**src/rtl/cfg_init_seq.sv**
```systemverilog
// Power-on / on-demand initialiser for a parameter-derived register bank.
// After reset release, and again on each start request while idle, it
// writes DEPTH words to the bank over a valid/ready port. Slot k receives
// (INIT_VAL + k*STEP), evaluated at 32 bits and truncated to WIDTH.
//
//   state    | meaning
//   ---------+-------------------------------------------------------
//   ST_BOOT  | reset held or just released; no write presented yet
//   ST_WRITE | presenting slot wr_addr; advances on wr_valid && wr_ready
//   ST_DONE  | all slots written; done held; waiting for start
module cfg_init_seq #(
  parameter int          WIDTH    = 1,
  parameter int          DEPTH    = 4,
  parameter int unsigned INIT_VAL = 1,
  parameter int unsigned STEP     = 0,
  localparam int         AW       = (DEPTH > 1) ? $clog2(DEPTH) : 1
) (
  input  logic             clk,
  input  logic             rst_n,
  input  logic             start,
  output logic             wr_valid,
  input  logic             wr_ready,
  output logic [AW-1:0]    wr_addr,
  output logic [WIDTH-1:0] wr_data,
  output logic             busy,
  output logic             done
);

  typedef enum logic [1:0] {
    ST_BOOT  = 2'd0,
    ST_WRITE = 2'd1,
    ST_DONE  = 2'd2
  } state_t;

  localparam logic [WIDTH-1:0] INIT_W    = WIDTH'(INIT_VAL);
  localparam logic [AW-1:0]    LAST_ADDR = AW'(DEPTH - 1);

  state_t           r_state;
  logic             r_valid;
  logic [AW-1:0]    r_addr;
  logic [WIDTH-1:0] r_data;
  logic             r_busy;
  logic             r_done;

  state_t           w_state_nxt;
  logic             w_valid_nxt;
  logic [AW-1:0]    w_addr_nxt;
  logic [WIDTH-1:0] w_data_nxt;
  logic             w_busy_nxt;
  logic             w_done_nxt;

  logic [AW-1:0]    w_addr_inc;
  logic [WIDTH-1:0] w_data_inc;

  // Next slot index and its value; the slot value is evaluated directly from
  // the index so the 32-bit wrap behaviour holds for any WIDTH.
  always_comb begin
    w_addr_inc = r_addr + AW'(1);
    w_data_inc = WIDTH'(INIT_VAL + (32'(w_addr_inc) * STEP));
  end

  // Next-state and registered-output decode.
  always_comb begin
    w_state_nxt = r_state;
    w_valid_nxt = r_valid;
    w_addr_nxt  = r_addr;
    w_data_nxt  = r_data;
    w_busy_nxt  = r_busy;
    w_done_nxt  = r_done;

    case (r_state)
      ST_BOOT: begin
        w_state_nxt = ST_WRITE;
        w_valid_nxt = 1'b1;
        w_busy_nxt  = 1'b1;
        w_done_nxt  = 1'b0;
        w_addr_nxt  = '0;
        w_data_nxt  = INIT_W;
      end

      ST_WRITE: begin
        if (wr_ready) begin
          if (r_addr == LAST_ADDR) begin
            w_state_nxt = ST_DONE;
            w_valid_nxt = 1'b0;
            w_busy_nxt  = 1'b0;
            w_done_nxt  = 1'b1;
            w_addr_nxt  = '0;
            w_data_nxt  = INIT_W;
          end else begin
            w_addr_nxt = w_addr_inc;
            w_data_nxt = w_data_inc;
          end
        end
      end

      ST_DONE: begin
        if (start) begin
          w_state_nxt = ST_WRITE;
          w_valid_nxt = 1'b1;
          w_busy_nxt  = 1'b1;
          w_done_nxt  = 1'b0;
          w_addr_nxt  = '0;
          w_data_nxt  = INIT_W;
        end
      end

      default: begin
        w_state_nxt = ST_BOOT;
        w_valid_nxt = 1'b0;
        w_busy_nxt  = 1'b0;
        w_done_nxt  = 1'b0;
        w_addr_nxt  = '0;
        w_data_nxt  = INIT_W;
      end
    endcase
  end

  // State and output registers; reset forces the idle, nothing-written view.
  always_ff @(posedge clk or negedge rst_n) begin
    if (!rst_n) begin
      r_state <= ST_BOOT;
      r_valid <= 1'b0;
      r_addr  <= '0;
      r_data  <= INIT_W;
      r_busy  <= 1'b0;
      r_done  <= 1'b0;
    end else begin
      r_state <= w_state_nxt;
      r_valid <= w_valid_nxt;
      r_addr  <= w_addr_nxt;
      r_data  <= w_data_nxt;
      r_busy  <= w_busy_nxt;
      r_done  <= w_done_nxt;
    end
  end

  assign wr_valid = r_valid;
  assign wr_addr  = r_addr;
  assign wr_data  = r_data;
  assign busy     = r_busy;
  assign done     = r_done;

endmodule

```
**config.mk**
```make
export PLATFORM = sky130hd
export DESIGN_NAME = cfg_init_seq
export DESIGN_NICKNAME = d
export VERILOG_FILES = /design/src/rtl/cfg_init_seq.sv
export SDC_FILE = /design/constraint.sdc
export NUM_CORES = 1
export LEC_CHECK = 0
export ABC_CLOCK_PERIOD_IN_PS = 900
export BUFFER_PORTS_ARGS = -buffer_cell sky130_fd_sc_hd__buf_2
export CELL_PAD_IN_SITES_DETAIL_PLACEMENT = 0
export CELL_PAD_IN_SITES_GLOBAL_PLACEMENT = 1
export CORE_AREA = 2 2 39 41
export DETAILED_ROUTE_END_ITERATION = 6
export DIE_AREA = 0 0 41 43
export GPL_TIMING_DRIVEN = 0
export PLACE_DENSITY_LB_ADDON = 0.15
export SETUP_SLACK_MARGIN = 0.2
export SYNTH_ARGS = -nofsm -noshare
export SYNTH_HDL_FRONTEND = slang
export SYNTH_SLANG_ARGS = --single-unit
```
**constraint.sdc**
```tcl
create_clock -name clk -period 0.9 [get_ports clk]
set_input_delay 0.18 -clock clk [delete_from_list [all_inputs] [get_ports clk]]
set_output_delay 0.18 -clock clk [all_outputs]
set_load 0.02 [all_outputs]
```
Word-level counts from Yosys, hierarchy flattened
Index checks and enable logic that the tools add are counted.

Flip-flop bits (word level): 7. Input port bits: 4. Output and inout port bits: 6. Word-level logic and storage cells: 33.

$add $sub $neg: 1. Equality and inequality tests: 6. Multiplexer cells: 18. Reductions and logical operators: 3.

Operators with widths (count): 2-to-1 mux 2 bit (6); 2-to-1 mux 1 bit (7); inequality test 2 bit (second input constant) (3); case mux 2 bit (3 select lines) (1); == test 2 bit (second input constant) (2); case mux 1 bit (2 select lines) (2); case mux 2 bit (2 select lines) (1); case mux 1 bit (3 select lines) (1); AND reduction 3 bit (1); adder 2 x 1 -> 2 bit (second input constant) (1); == test 2 x 1 -> 1 bit (second input constant) (1); zero test 2 bit (1); AND reduction 2 bit (1).

Longest topological paths before layout
Gate-level depths: netlist of run 1.

Word-level depth: 4. Gate-level depth with buffers: 4. Mapped depth without buffers: 4.

Least setup slack after synthesis of run 1
No wires, ideal clock.

Path kind: reg-to-reg. Start point: register r_addr[0], in the netlist wr_addr[0]. End point: register r_busy, in the netlist busy. Setup time: 0.133 ns. Arrival: 1.018 ns. Data required time: 0.767 ns. Setup slack: -0.251 ns. Stages on the path, launching flop included: 5. Buffers on the path: 0. Clock period less this slack: 1.151 ns. Cell sequence: dfrtp_1 ha_1 nand2_1 a21boi_0 o22ai_1.

Word-level cells in the longest chain between the ends: 3.

Ends and longest elaborated chain: from (decl) (line 40) `logic [AW-1:0] r_addr;`; from (signal assigned) (line 131) `r_addr <= w_addr_nxt;`; == test 2 bit (line 83) `if (r_addr == LAST_ADDR) begin`; inequality test 2 bit (no line); AND reduction 3 bit (no line); to (signal assigned) (line 133) `r_busy <= w_busy_nxt;`; to (decl) (line 42) `logic r_busy;`.

No other way between the ends. A chain may end at the register's enable or synchronous reset.

==> flow_summary.ini, run 1 <==
[finish]
nFillCells = 157
n_antenna_cell = 0
syn2layout_area_growth_pct = 71.36
final_util_pct = 34.09
layout-drive-gt1-share_pct = 64.44
stdcell_count = 61
nets = 51

[clock_network]
root_buffer = clkbuf_4
clock-sinks = 5
cts_max_level = 1
clkTransAtPathRegs_ns = 0.05
cts_tree = built
numCtsBuffers = 3
max-clock-path-buffers = 2
worstSkewPairLatency_ns = 0.24

[power]
p_int_w = 0.0009510
power.density_nw_per_um2 = 3240
comb_power_share_pct = 51.8
ir_drop_v = 0.0009567
clkPwrFrac_pct = 17.5
seqPwrFrac_pct = 30.7
swShare_pct = 37.78
p_leak_nw = 0.2122
p_total_w = 0.001528
p_sw_w = 0.0005775

[synth]
netlist_top_cells_area = dfrtp_1 (45%), nor3b_2 (9.1%), a21boi_0 (5.5%), buf_4 (5.5%), ha_1 (4.5%)
synth_ff_type = dfrtp_1
synthXorXnorAreaFrac_pct = 0
synth-simple-area-share_pct = 20.91
synth_commonest_cells = dfrtp_1 (5), nand2_1 (3)
ys_types = 17
yosysWarnings = 0
yosysSeqAreaShare_pct = 45.45
synth_top_family_by_area = simple AND/OR/NAND/NOR gates
synth.top_cell.area_share_pct = 45.45
synthArstFlopShare_pct = 100.0
ys_ff_latch = 5
syn_inst = 27
synth_adder_area_share_pct = 4.545
synth_compound_area_share_pct = 17.27
syn-num-nets = 32
synthesis.area_um2 = 275.3
synth_mux_area_share_pct = 3.636
synth.most_common_cell = dfrtp_1
syn_area_per_cell_um2 = 10.19
yosys.area.top_type = dfrtp_1
synth_enable_flop_cells = 0

[floorplanning]
die_h_um = 43
start_util_pct = 19.89
die_area_um2 = 1763
io_pins = 10
num_rows = 14
fp.coreArea_um2 = 1384
die_x_um = 41

[grt]
grt_pass1_wl_um = 1131
track_usage_pct = 10.19
first_global_vias = 274
grt_max_degree = 7
antenna_found_initial = 0
grt_overflow = 0

[place]
dp_slack_ns = -0.1131
gp_congestion = 0.6435
dp_hpwl_um = 461.3
portBuffers = 8
placed_cells = 51

[drt]
dr.pass1.iters = 2
vias = 264
post_drt_wl_per_cell_um = 11.25
drt_iter0_markers = 3
drc_errors = 0
wl_um = 686
vias_per_cell = 4.328
antenna_left = 0

[timing]
setup_ws_ns = -0.1707
clock_skew_ns = 0.003286
layout_min_cycle_time_ns = 1.071
grt_setup_unrepaired = yes
hold_viol_final = 0
layout_worst_path_cycle_share_pct = 119.0
slew_violations = 0
setup_viol = 9
whs_ns = 0.2425
max_freq_mhz = 934.0

[worst_setup_path]
worst_r2r_path_depth = 4
crit_path_start_kind = register
r2r-end = wr_addr[0]$_DFFE_PN0P_
crit_fanout = 4
path_class = register to primary output
required_ns = 0.72
slowest_stage = dfrtp_2
critPathArrivalTime_ns = 0.89
cpPeakStageDelay_ns = 0.42
reg2reg_from = wr_addr[0]$_DFFE_PN0P_
crit_chain = buf_6 > buf_6
rrSetupSlack_ns = -0.14
end_kind = primary output
crit_top_cell = buf_6

[min_path]
min_to = r_state[0]$_DFFE_PN0P_
min_from = start
worstHoldPathCells = 3
hold_path.class = primary input to register

[status]
violations = negative setup slack
outcome = finished with violations

[run]
cap_violations = 0
==> cell families (layout without fill, tap and decap cells) <==
family          after synthesis  after routing
simple gates                  9              9
compound gates                7              7
flops                         5              5
buf+inv                       3             21
fa+ha+maj                     1              1
other cells                   1              1
mux                           1              1
==> cells in the final DEF, fill, tap and decap left out, drive strengths merged <==
cell type	instances
a21oi	1
o22ai	1
nor2	1
nor3b	2
buf	15
o21bai	1
dlygate4sd3	1
clkbuf	4
inv	1
nand3	1
o21ai	2
a21boi	2
ha	1
conb	1
nand2	3
dfrtp	5
mux2i	1
nand2b	2
==> final cells by class <==
| cell class | count | area, um^2 | area share [%] |
|---|---|---|---|
| well taps | 16 | 20.02 | 4.244 |
| multi-input cells | 19 | 158.9 | 33.69 |
| plain buffers | 2 | 18.77 | 3.979 |
| repair buffers | 14 | 112.6 | 23.87 |
| clock buffers | 4 | 26.28 | 5.570 |
| flip-flops and latches | 5 | 131.4 | 27.85 |
| inverters | 1 | 3.754 | 0.7958 |
==> registers in the layout, indices dropped and copies added (netlist names) <==
signal / cells
r_state: 2
busy: 1
wr_addr: 2
==> power by group through the flow <==
stage | Sequential (W) | Combinational [W] | Clock, W
after floorplan | 0.000534 | 0.000299 | 0
after global placement | 0.000461 | 0.000528 | 0
after detailed placement | 0.000468 | 0.000541 | 0
after CTS | 0.000472 | 0.000774 | 0.000273
after global routing | 0.000489 | 0.000866 | 0.000299
final | 0.000469 | 0.000792 | 0.000268
==> critical path, delay by kind of cell (launching register included) <==
kind	cells	cell delay, ns
buffers and inverters	2	0.24
flip-flops	1	0.42
==> stage by stage <==
stage,setup TNS [ns],area [um^2]
after floorplan,-0.3929,296.5
after global placement,-0.3277,356.6
after detailed placement,-0.3976,356.6
after CTS,-0.9969,464.2
after global routing,-1.376,471.7
final,-0.9506,471.7
==> timing repair <==
item	4_1_cts	5_1_grt
hold endpoints to repair	5	0
resized for setup	12	0
pin swaps	1	2
buffers inserted	4	1
hold buffers	1	0
cloned	0	0
endpoints found under the setup margin	10	10
==> routing by layer <==
layer | GRT usage [%] | vias to the layer above | wire length (um)
li1 | - | 128 | -
met1 | 10.78 | 128 | 270
met2 | 15.63 | 8 | 373
met3 | 4.712 | 0 | 42
met4 | 6.000 | 0 | 0
met5 | 0 | - | 0
==> worst max path at each step <==
| stage | slack [ns] | end | from |
|---|---|---|---|
| finish | -0.17 | wr_valid | busy$_DFFE_PN0P_ |
| global route | -0.21 | wr_valid | busy$_DFFE_PN0P_ |
| CTS | -0.18 | wr_valid | busy$_DFFE_PN0P_ |
| detailed placement | -0.11 | wr_addr[0]$_DFFE_PN0P_ | wr_addr[0]$_DFFE_PN0P_ |
| global placement | -0.11 | wr_addr[0]$_DFFE_PN0P_ | wr_addr[0]$_DFFE_PN0P_ |
| floorplan | -0.12 | wr_addr[0]$_DFFE_PN0P_ | wr_addr[0]$_DFFE_PN0P_ |
Power figures use the tool's default switching activity.
==> run 2, diff against run 1 <==
--- a/config.mk
+++ b/config.mk
@@ -12,7 +12,7 @@
 export CORE_AREA = 2 2 39 41
 export DETAILED_ROUTE_END_ITERATION = 6
 export DIE_AREA = 0 0 41 43
-export GPL_TIMING_DRIVEN = 0
+export HOLD_SLACK_MARGIN = 0.02
 export PLACE_DENSITY_LB_ADDON = 0.15
 export SETUP_SLACK_MARGIN = 0.2
 export SYNTH_ARGS = -nofsm -noshare
==> run 2 against run 1 <==
The flow still finishes with violations (negative setup slack). Critical path depth is the same. Combinational power increased by 20%. First-iteration DRC count up 130%. Clock skew decreased by 0.0029 ns. Critical path type unchanged.
==> flow_summary.ini, run 2 (synthesis results as in run 1) <==
[status]
outcome = finished with violations
violations = negative setup slack

[finish]
n_antenna_cell = 0
layout_common_cells = buf_6 (8), buf_4 (5), dfrtp_2 (4), clkbuf_4 (3), buf_2 (3)
syn2layout_area_growth_pct = 77.27
layout-drive-gt1-share_pct = 65.22
nets = 52
final_area_um2 = 488.0
stdcell_count = 62
layout_commonest_cell = buf_6

[clock_network]
max-clock-path-buffers = 2
cts_max_level = 1
clkTransAtPathRegs_ns = 0.04
cts_tree = built
numCtsBuffers = 3
root_buffer = clkbuf_4
worstSkewPairLatency_ns = 0.25
clock-sinks = 5

[drt]
vias_per_cell = 4.145
vias = 257
antenna_left = 0
post_drt_wl_per_cell_um = 10.95
dr.pass1.iters = 4
drc_errors = 0
drt_iter0_markers = 7
wl_um = 679

[worst_setup_path]
path_class = register to primary output
reg2reg_from = wr_addr[0]$_DFFE_PN0P_
critPathLaunch = wr_addr[1]$_DFFE_PN0P_
crit_fanout = 3
rrSetupSlack_ns = -0.20
worst_r2r_path_depth = 5
required_ns = 0.72
critPathArrivalTime_ns = 0.92
end_kind = primary output
r2r-end = r_state[0]$_DFFE_PN0P_
crit_path_start_kind = register

[place]
dp_hpwl_um = 469.4
dp_slack_ns = -0.09312
gp_congestion = 0.6176
dpl_cell_area_um2 = 352.8
portBuffers = 8
placed_cells = 51

[power]
comb_power_share_pct = 57.9
p_sw_w = 0.0005830
ir_drop_v = 0.001114
p_leak_nw = 0.2167
swShare_pct = 35.57
power.density_nw_per_um2 = 3359
clkPwrFrac_pct = 16.6
seqPwrFrac_pct = 25.5
p_int_w = 0.001056

[min_path]
min_from = start
hold_path.class = primary input to register
min_to = r_state[0]$_DFFE_PN0P_
worstHoldPathCells = 3

[grt]
track_usage_pct = 9.658
grt_overflow = 0
grt_max_degree = 7
grt_pass1_wl_um = 1048
first_global_vias = 256
antenna_found_initial = 0

[floorplanning]
num_rows = 14
start_util_pct = 19.89
fp.coreArea_um2 = 1384
die_h_um = 43
io_pins = 10
die_x_um = 41
die_area_um2 = 1763

[timing]
setup_ws_ns = -0.1981
grt_setup_unrepaired = yes
setup_viol = 10
layout_worst_path_cycle_share_pct = 122.0
clock_skew_ns = 0.0003888
layout_min_cycle_time_ns = 1.098
hold_viol_final = 0
max_freq_mhz = 910.6
slew_violations = 0

[run]
cap_violations = 0
## run 2: cell count changes in the layout (fill, tap and decap cells not counted), sizes merged
cell / delta
buf: +1
## run 2: worst max path at each step
stage,end
finish,wr_addr[1]
global route,wr_addr[0]$_DFFE_PN0P_
CTS,wr_addr[1]
detailed placement,wr_addr[0]$_DFFE_PN0P_
global placement,wr_addr[0]$_DFFE_PN0P_
floorplan,wr_addr[0]$_DFFE_PN0P_
## run 2: area by class of cell
class	count	area (um^2)
Fill cell	144	895.9
Multi-Input combinational cell	19	155.1
Clock buffer	4	26.28
Inverter	1	3.754
Sequential cell	5	130.1
Tap cell	16	20.02
Timing Repair Buffer	17	152.6
## run 2: power groups by stage
stage	clock [W]	combinational [W]	sequential [W]
after floorplan	0	0.000299	0.000534
after global placement	0	0.000563	0.000435
after detailed placement	0	0.000576	0.000437
after CTS	0.000280	0.000872	0.000411
after global routing	0.000296	0.00102	0.000436
final	0.000272	0.000949	0.000418
## run 2: repair_timing
item | 4_1_cts | 5_1_grt
setup buffers | 4 | 2
endpoints found under the hold margin | 5 | 0
hold buffers | 1 | 0
pin swaps | 0 | 3
setup endpoints to repair | 10 | 10
resized for setup | 13 | 4
## run 2: stage by stage
step	total power (W)	TNS (ns)	hold slack [ns]	util [%]
6_report	0.001639	-1.445	0.2229	35.26
5_1_grt	0.001753	-1.796	0.2374	35.26
2_1_floorplan	0.0008335	-0.3929	-0.1156	-
4_1_cts	0.001563	-1.300	0.2240	33.36
3_3_place_gp	0.0009980	-0.2473	0.005007	25.50
3_5_place_dp	0.001013	-0.2711	0.009687	25.50
## run 2: critical path, stage by stage (launching register included)
cell     delay, ns
dfrtp_2       0.40
buf_4         0.14
buf_6         0.12
## run 2: per-layer routing
layer  routed length [um]  track usage (%)  vias to the layer above  share of wire, %
met5                    0                0                        -                 0
met4                   19            10.00                        0               2.8
met3                   58            3.665                        2               8.5
met2                  309            11.88                       11                46
met1                  291            11.65                      117                43
li1                     -                -                      127                 -
